===== config.mk =====
export PLATFORM = sky130hd
export DESIGN_NAME = aes_inv_controller
export DESIGN_NICKNAME = d
export VERILOG_FILES = /design/src/rtl/aes_pkg.sv /design/src/rtl/aes_inv_controller_nextstate.sv /design/src/rtl/aes_inv_controller.sv
export SDC_FILE = /design/constraint.sdc
export NUM_CORES = 1
export LEC_CHECK = 0
export CAP_MARGIN = 20
export CORE_MARGIN = 10
export CORE_UTILIZATION = 39
export DETAILED_ROUTE_END_ITERATION = 8
export SYNTH_ARGS = -nofsm -noshare
export SYNTH_HDL_FRONTEND = slang
export SYNTH_HIERARCHICAL = 1
export SYNTH_SLANG_ARGS = --single-unit

===== constraint.sdc =====
create_clock -name clk -period 2.8 [get_ports clk]
set_clock_uncertainty 0.1 [all_clocks]
set_input_delay 0.28 -clock clk [delete_from_list [all_inputs] [get_ports clk]]
set_output_delay 0.28 -clock clk [all_outputs]
set_load 0.005 [all_outputs]

===== src/rtl/aes_pkg.sv =====
// Shared types and constants for the AES-128 inverse-cipher controller.
package aes_pkg;

   localparam int NR       = 10;
   localparam int SBOX_LAT = 3;
   localparam int CNT_W    = $clog2(SBOX_LAT);

   localparam logic [3:0]       NR_L     = 4'(NR);
   localparam logic [CNT_W-1:0] CNT_LAST = CNT_W'(SBOX_LAT - 1);

   typedef enum logic [2:0] {
      ST_IDLE  = 3'd0,
      ST_KEXP  = 3'd1,
      ST_INIT  = 3'd2,
      ST_ROUND = 3'd3,
      ST_FINAL = 3'd4,
      ST_DONE  = 3'd5
   } state_t;

   typedef enum logic [1:0] {
      DP_IDLE  = 2'd0,
      DP_INIT  = 2'd1,
      DP_MID   = 2'd2,
      DP_FINAL = 2'd3
   } dp_sel_t;

endpackage


===== src/rtl/aes_inv_controller_nextstate.sv =====
// Combinational next-state, next-round and count-clear for the inverse-cipher sequencer.
//
// state    | meaning
// ---------+-----------------------------------------------------------
// IDLE     | waiting for load; key 0 written on the load cycle
// KEXP     | forward key expansion, one round key per SBOX_LAT cycles
// INIT     | initial AddRoundKey with round key NR
// ROUND    | inverse middle rounds NR-1 .. 1
// FINAL    | last inverse round with round key 0
// DONE     | plaintext valid; held until load drops
module aes_inv_controller_nextstate
   import aes_pkg::*;
(
   input  state_t                 state,
   input  logic [CNT_W-1:0]       count,
   input  logic [3:0]             round,
   input  logic                   load,
   output state_t                 state_nxt,
   output logic [3:0]             round_nxt,
   output logic                   cnt_clr
);

   logic last;
   assign last = (count >= CNT_LAST);

   always_comb begin
      state_nxt = ST_IDLE;
      round_nxt = 4'd0;
      cnt_clr   = 1'b1;
      case (state)
         ST_IDLE: begin
            if (load) begin
               state_nxt = ST_KEXP;
               round_nxt = 4'd1;
            end
         end
         ST_KEXP: begin
            state_nxt = ST_KEXP;
            round_nxt = round;
            cnt_clr   = last;
            if (last) begin
               if (round >= NR_L) begin
                  state_nxt = ST_INIT;
                  round_nxt = NR_L;
               end else begin
                  round_nxt = round + 4'd1;
               end
            end
         end
         ST_INIT: begin
            state_nxt = ST_ROUND;
            round_nxt = NR_L - 4'd1;
         end
         ST_ROUND: begin
            state_nxt = ST_ROUND;
            round_nxt = round;
            cnt_clr   = last;
            if (last) begin
               if (round <= 4'd1) begin
                  state_nxt = ST_FINAL;
                  round_nxt = 4'd0;
               end else begin
                  round_nxt = round - 4'd1;
               end
            end
         end
         ST_FINAL: begin
            state_nxt = last ? ST_DONE : ST_FINAL;
            cnt_clr   = last;
         end
         ST_DONE: begin
            state_nxt = load ? ST_DONE : ST_IDLE;
         end
         default: begin
            state_nxt = ST_IDLE;
         end
      endcase
   end

endmodule


===== src/rtl/aes_inv_controller.sv =====
// AES-128 inverse-cipher sequencer: key expansion into the round-key store,
// then inverse rounds NR..0. Control only; data lives in the datapath.
module aes_inv_controller
   import aes_pkg::*;
(
   input  logic       clk,
   input  logic       reset,
   input  logic       load,
   output logic [3:0] round,
   output logic       kexp_en,
   output logic       ks_we,
   output logic [3:0] ks_addr,
   output logic [1:0] dp_sel,
   output logic       dp_en,
   output logic       busy,
   output logic       done
);

   state_t           state_q, state_nxt;
   logic [3:0]       round_q, round_nxt;
   logic [CNT_W-1:0] count_q;
   logic             cnt_clr;
   logic             last;

   aes_inv_controller_nextstate u_nextstate (
      .state     (state_q),
      .count     (count_q),
      .round     (round_q),
      .load      (load),
      .state_nxt (state_nxt),
      .round_nxt (round_nxt),
      .cnt_clr   (cnt_clr)
   );

   always_ff @(posedge clk) begin
      if (reset) begin
         state_q <= ST_IDLE;
         round_q <= 4'd0;
         count_q <= '0;
      end else begin
         state_q <= state_nxt;
         round_q <= round_nxt;
         count_q <= cnt_clr ? '0 : count_q + CNT_W'(1);
      end
   end

   assign last = (count_q >= CNT_LAST);

   // Moore decode, except ks_we in IDLE which follows load directly so key 0
   // is captured in the same cycle the request is seen.
   always_comb begin
      round   = 4'd0;
      kexp_en = 1'b0;
      ks_we   = 1'b0;
      ks_addr = 4'd0;
      dp_sel  = DP_IDLE;
      dp_en   = 1'b0;
      busy    = 1'b0;
      done    = 1'b0;
      case (state_q)
         ST_IDLE: begin
            ks_we = load;
         end
         ST_KEXP: begin
            round   = round_q;
            kexp_en = 1'b1;
            ks_we   = last;
            ks_addr = round_q;
            busy    = 1'b1;
         end
         ST_INIT: begin
            round   = round_q;
            ks_addr = NR_L;
            dp_sel  = DP_INIT;
            dp_en   = 1'b1;
            busy    = 1'b1;
         end
         ST_ROUND: begin
            round   = round_q;
            ks_addr = round_q;
            dp_sel  = DP_MID;
            dp_en   = last;
            busy    = 1'b1;
         end
         ST_FINAL: begin
            round   = round_q;
            dp_sel  = DP_FINAL;
            dp_en   = last;
            busy    = 1'b1;
         end
         ST_DONE: begin
            done = 1'b1;
         end
         default: begin
            round = 4'd0;
         end
      endcase
   end

endmodule


Yosys cells after proc, flatten, opt, wreduce, memory -nomap -nowiden
Index checks and enable logic that the tools add are counted.
- bits in registers: 9
- output and inout port bits: 15
- word-level logic and storage cells: 46
- add/subtract/negate cells: 3
- order comparisons: 3
- eq/ne operators: 7
- mux-type cells: 23
- reductions and logical operators: 7
- operator list (cell ; number):
    4-bit two-way mux ; 5
    3-bit one-hot mux with 6 select lines ; 1
    4-bit one-hot mux with 4 select lines ; 1
    3-bit two-way mux ; 4
    4-bit one-hot mux with 2 select lines ; 1
    1-bit two-way mux ; 7
    3-bit by 2-bit equality test with 1-bit output, second input constant ; 2
    3-bit equality test, second input constant ; 2
    2-bit one-hot mux with 3 select lines ; 1
    2-bit OR reduction ; 3
    4-bit by 1-bit adder with 4-bit output, second input constant ; 1
    4-bit >= comparator, second input constant ; 1
    4-bit by 1-bit <= comparator with 1-bit output, second input constant ; 1
    2-bit by 1-bit != test with 1-bit output, second input constant ; 2
    1-bit one-hot mux with 2 select lines ; 2
    4-bit OR reduction ; 1
    4-bit by 1-bit subtractor with 4-bit output, second input constant ; 1
    3-bit by 1-bit equality test with 1-bit output, second input constant ; 1
    3-bit zero test ; 1
    3-bit OR reduction ; 1
    2-bit by 1-bit adder with 2-bit output, second input constant ; 1
    2-bit >= comparator, second input constant ; 1
    2-bit two-way mux ; 1
    2-bit AND reduction ; 1

Logic depth before layout (Yosys ltp)
- depth in word-level cells: 4
- depth in mapped cells: 7
- gate-level depth less buffers: 7

Cells and area by module
Netlist, hierarchy kept.
- by module, submodules not included (module ; instances ; cells each ; area each (um^2) ; seq. area each (um^2)):
    aes_inv_controller ; 1 ; 51 ; 436.7 ; 180.2
    aes_inv_controller_nextstate ; 1 ; 53 ; 399.1 ; 0.0

Worst setup path before layout
No wires, ideal clock.
- kind: reg-to-reg
- from: register round_q[0]
- to: register round_q[0]
- setup time: 0.065 ns
- arrival: 1.643 ns
- setup slack: 0.992 ns
- stages on the path, launching flop included: 8
- cells stage by stage: dfxtp_1 inv_1 ha_1 o311ai_4 a211oi_1 a311o_1 a21oi_2 nor2b_1
- longest elaborated chain between the ends: 4
- elaborated cells between the ends (all ways): 9
- ends and longest elaborated chain (element ; RTL line ; source):
    from (decl) ; aes_inv_controller.sv:20 ; logic [3:0] round_q, round_nxt;
    from (signal assigned) ; aes_inv_controller.sv:42 ; round_q <= round_nxt;
    4-bit by 1-bit subtractor with 4-bit output, or another cell as far along ; aes_inv_controller_nextstate.sv:63 ; round_nxt = round - 4'd1;
    4-bit two-way mux (on tied branches) ; aes_inv_controller_nextstate.sv:59, aes_inv_controller_nextstate.sv:42 ;
    4-bit two-way mux (on tied branches) ; aes_inv_controller_nextstate.sv:58, aes_inv_controller_nextstate.sv:41 ;
    4-bit one-hot mux with 4 select lines * ; aes_inv_controller_nextstate.sv:30 ; case (state)
    named net round_nxt[0] ; aes_inv_controller.sv:20 ;
The timed path passes the listed nets; every way through them passes the cells marked *. The select of a mux whose other input is x is not followed.
A chain may end at the register's enable or synchronous reset.

Worst setup path in the final report
- from: register state_q[0]
- to: output port ks_addr[0]
- longest elaborated chain between the ends: 3
- elaborated cells between the ends (all ways): 5
- ends and longest elaborated chain (element ; RTL line ; source):
    from (decl) ; aes_inv_controller.sv:19 ; state_t state_q, state_nxt;
    from (signal assigned) ; aes_inv_controller.sv:41 ; state_q <= state_nxt;
    3-bit by 1-bit equality test with 1-bit output / 3-bit by 2-bit equality test with 1-bit output (equally long branches) ; aes_inv_controller.sv:60 ; case (state_q)
    2-bit OR reduction (no line) ; n/a ;
    4-bit one-hot mux with 2 select lines * ; aes_inv_controller.sv:60 ;
    to (decl) ; aes_inv_controller.sv:12 ; output logic [3:0] ks_addr,
Mark *: on every way between the ends. The rest lies on a longest branch, timed or not.

==> flow_summary_export.csv <==
group,metric,value,unit
outcome,run_status,"completed",
die,floorplan.die.width,66.3,um
synth,synth.distinct_cells,39,
worst_setup_path,r2r_setup_slack,0.67,ns
clock_tree,numClockSinks,9,
worst_hold_path,min_path_type,"flop to flop",
sta,fmax,422,MHz
clock_tree,tritoncts,"yes",
detailed_routing,router_iterations_before_antenna_repair,4,
worst_setup_path,timing.critical_path.arrival,1.99,ns
layout,area_growth_syn_to_layout,25.0,%
sta,final_setup_violation_count,0,
synth,synth-edff-count,0,
worst_setup_path,cp_cell_sequence,"inv_1, nor3b_1, clkdlybuf4s50_1",
sta,timing.final.max_slew_violations,0,
synth,yosys_warnings,6,
worst_setup_path,worst-path-buf-inv,2,
pwr,p_per_area,282,nW/um^2
worst_setup_path,crit_type,"flop to output pin",
detailed_routing,post-route-drc-count,0,
pwr,p_leak,0.336,nW
synth,flip_flop_and_latch_count_after_synthesis,9,
synth,seq_total_area_yosys,21.6,%
sta,rsz0062_at_grt,"false",
sta,total_negative_slack_for_setup_checks,0,ns
sta,holdWs,0.322,ns
clock_tree,clkLatencyLatePin,0.25,ns
synth,postSynth.topFlopCell,"dfxtp_1",
layout,most_frequent_cells_in_the_layout,"clkdlybuf4s50_1 (17), nor2b_1 (11), dfxtp_1 (9)",
place,dp_hpwl,1490,um
global_route,met1_usage,11.7,%
global_route,global_route_wire_length_before_repair,3450,um
worst_setup_path,regToRegStartpoint,"round_q[1]$_SDFF_PP0_",
layout,layout.cells.non_filler,148,
sta,final_clock_period_utilization_by_the_worst_path,84.7,%
worst_setup_path,setup.worst_path.end_class,"output pin",
die,boundaryPins,18,
clock_tree,cts-buffers-inserted,3,
layout,post_route_cells_drive_above_1_share,7.44,%
sta,worst_pin_slew,0.724,ns
global_route,gr_ovfl_total,0,
place,place.port_buffers,17,
place,placed_cells_incl_taps,144,
layout,final_area,1040,um^2
global_route,grt_antenna_before_repair,0,
die,floorplan.rows,16,
clock_tree,post_cts_setup_bufs,0,
place,pre_cts_ws,0.691,ns
pwr,worst_supply_voltage_drop_on_vdd,264,uV
worst_setup_path,startpoint,"state_q[0]$_SDFF_PP0_",
die,die-height,66.3,um
worst_setup_path,timing.critical_path.fanout_max,24,
detailed_routing,detail_route.wl_per_cell,14.2,um
worst_setup_path,worst_path_max_delay_cell,"dfxtp_1",
sta,setup_slack,0.428,ns
worst_setup_path,start_kind,"flop",
worst_setup_path,cp_num_cells,3,
layout,finalNetCount,130,
clock_tree,post_cts_hold_buffer_count,0,
worst_setup_path,r2r.worst_path.cells,7,
layout,antenna_cells_inserted,0,
worst_setup_path,crit_required,2.42,ns
worst_setup_path,worst_r2r_endpoint,"round_q[2]$_SDFF_PP0_",
worst_setup_path,setup_crit_end,"ks_addr[0]",
sta,fin_crit,2.37,ns
die,floorplan.core_area,2000,um^2
detailed_routing,route.antenna.remaining_nets,0,
global_route,vias_in_the_first_global_route,749,
clock_tree,cts_root_buf,"clkbuf_4",
synth,synth_cells,104,
global_route,gr-usage-met3,4.07,%
detailed_routing,detail_route.vias_per_cell,5.33,
clock_tree,post_cts_resized,0,
synth,average_instance_area_after_synthesis,8.04,um^2
worst_setup_path,critPathMaxStageDelay,0.79,ns
die,floorplan.initialDensity,41.8,%
synth,synth.area.top_cells,"dfxtp_1 (22%), nor2b_1 (8.2%), ha_1 (7.5%)",
global_route,grt.met2_usage,15.3,%
clock_tree,clock_path_buffers,2,
sta,final-hold-violation-count,0,
global_route,gr-max-usage-layer,"met2",
clock_tree,cts.reportedPaths.clkPinSlew,0.06,ns
global_route,grt_start_max_net_pins,25,
detailed_routing,drt_iter0_drc,17,
synth,mappedNetlistArea,836,um^2
layout,layout_commonest_cell,"clkdlybuf4s50_1",
worst_setup_path,critPathTopFamily,"flip-flops",
layout,filler_cell_count,213,
clock_tree,htreeDepth,1,
synth,asyncSetResetFlopFracSynth,0,%
place,routabilityCongestion,0.670,
sta,worst_slew_margin_rel,51.6,%
synth,top_cell_type_by_total_area_after_synthesis,"dfxtp_1",
global_route,track_usage,9.47,%
detailed_routing,detail_route.wirelength,2100,um
synth,mappedNetlistNets,112,
place,placement.cell_area,1020,um^2
synth,netlist.area_leader.share,21.6,%
job,maxCapViolations,0,
die,dieArea,4400,um^2
detailed_routing,vias,789,
## registers in the layout (all words and copies together) (netlist names)
name and cells:
count_q 2, round_q 4, state_q 3
## cell usage after synthesis (all sizes together) (4+ instances only)
master	instances
dfxtp	9
nor3b	8
nor2b	11
nor3	5
buf	4
nand2b	8
nor2	7
nand2	4
inv	7
o21ai	4
ha	5
a21oi	5
## layer usage
| metal | vias up | routed length, um |
|---|---|---|
| li1 | 407 | - |
| met1 | 351 | 961 |
| met2 | 31 | 929 |
| met3 | 0 | 211 |
| met5 | - | 0 |
| met4 | 0 | 0 |
## worst register-to-register path, cell delays in order, from the launching register on
cell	delay, ns
dfxtp_1	0.56
inv_1	0.15
ha_1	0.26
nor2_1	0.22
o311ai_1	0.20
o22a_1	0.27
o211ai_1	0.16
nor2b_1	0.15
## power by group
part / total, mW / internal, mW / switching [mW]
logic: 0.0555 / 0.0304 / 0.0251
registers: 0.143 / 0.132 / 0.0109
clock network: 0.0969 / 0.0547 / 0.0422
## kinds of logic (layout without fill, tap and decap cells)
family / count (synthesis) / in the layout / synth area share, %
AND/OR/NAND/NOR: 48 / 48 / 35.6
multiplexers: 1 / 1 / 1.20
AO/OA/AOI/OAI: 26 / 26 / 24.6
XOR/XNOR: 2 / 2 / 2.10
buffers and inverters: 13 / 30 / 7.49
adder cells (fa/ha/maj): 5 / 5 / 7.49
flip-flops: 9 / 9 / 21.6
## worst min-delay path by stage
stage | startpoint | to | slack, ns | cells after the start
after floorplan | reset | count_q[0]$_SDFF_PP0_ | 0.25 | 1
after global placement | count_q[0]$_SDFF_PP0_ | count_q[0]$_SDFF_PP0_ | 0.31 | 1
after detailed placement | count_q[0]$_SDFF_PP0_ | count_q[0]$_SDFF_PP0_ | 0.31 | 1
after CTS | count_q[0]$_SDFF_PP0_ | count_q[0]$_SDFF_PP0_ | 0.32 | 1
after global routing | count_q[0]$_SDFF_PP0_ | count_q[0]$_SDFF_PP0_ | 0.35 | 1
final | count_q[0]$_SDFF_PP0_ | count_q[0]$_SDFF_PP0_ | 0.32 | 1
## final cells by class
class / instances / area (um^2) / area share, %
multi-input combinational: 82 / 593 / 56.8
timing repair buffer: 19 / 185 / 17.7
sequential: 9 / 180 / 17.2
tap: 27 / 33.8 / 3.23
clock buffer: 4 / 26.3 / 2.51
inverter: 7 / 26.3 / 2.51
## stage by stage
| step | util (%) | power, mW |
|---|---|---|
| after floorplan | - | 0.179 |
| final | 52.2 | 0.295 |
| after global routing | 52.2 | 0.317 |
| after CTS | 52.2 | 0.301 |
| after global placement | 50.9 | 0.200 |
| after detailed placement | 50.9 | 0.201 |
Note: power is estimated with default switching activity, not from simulation.
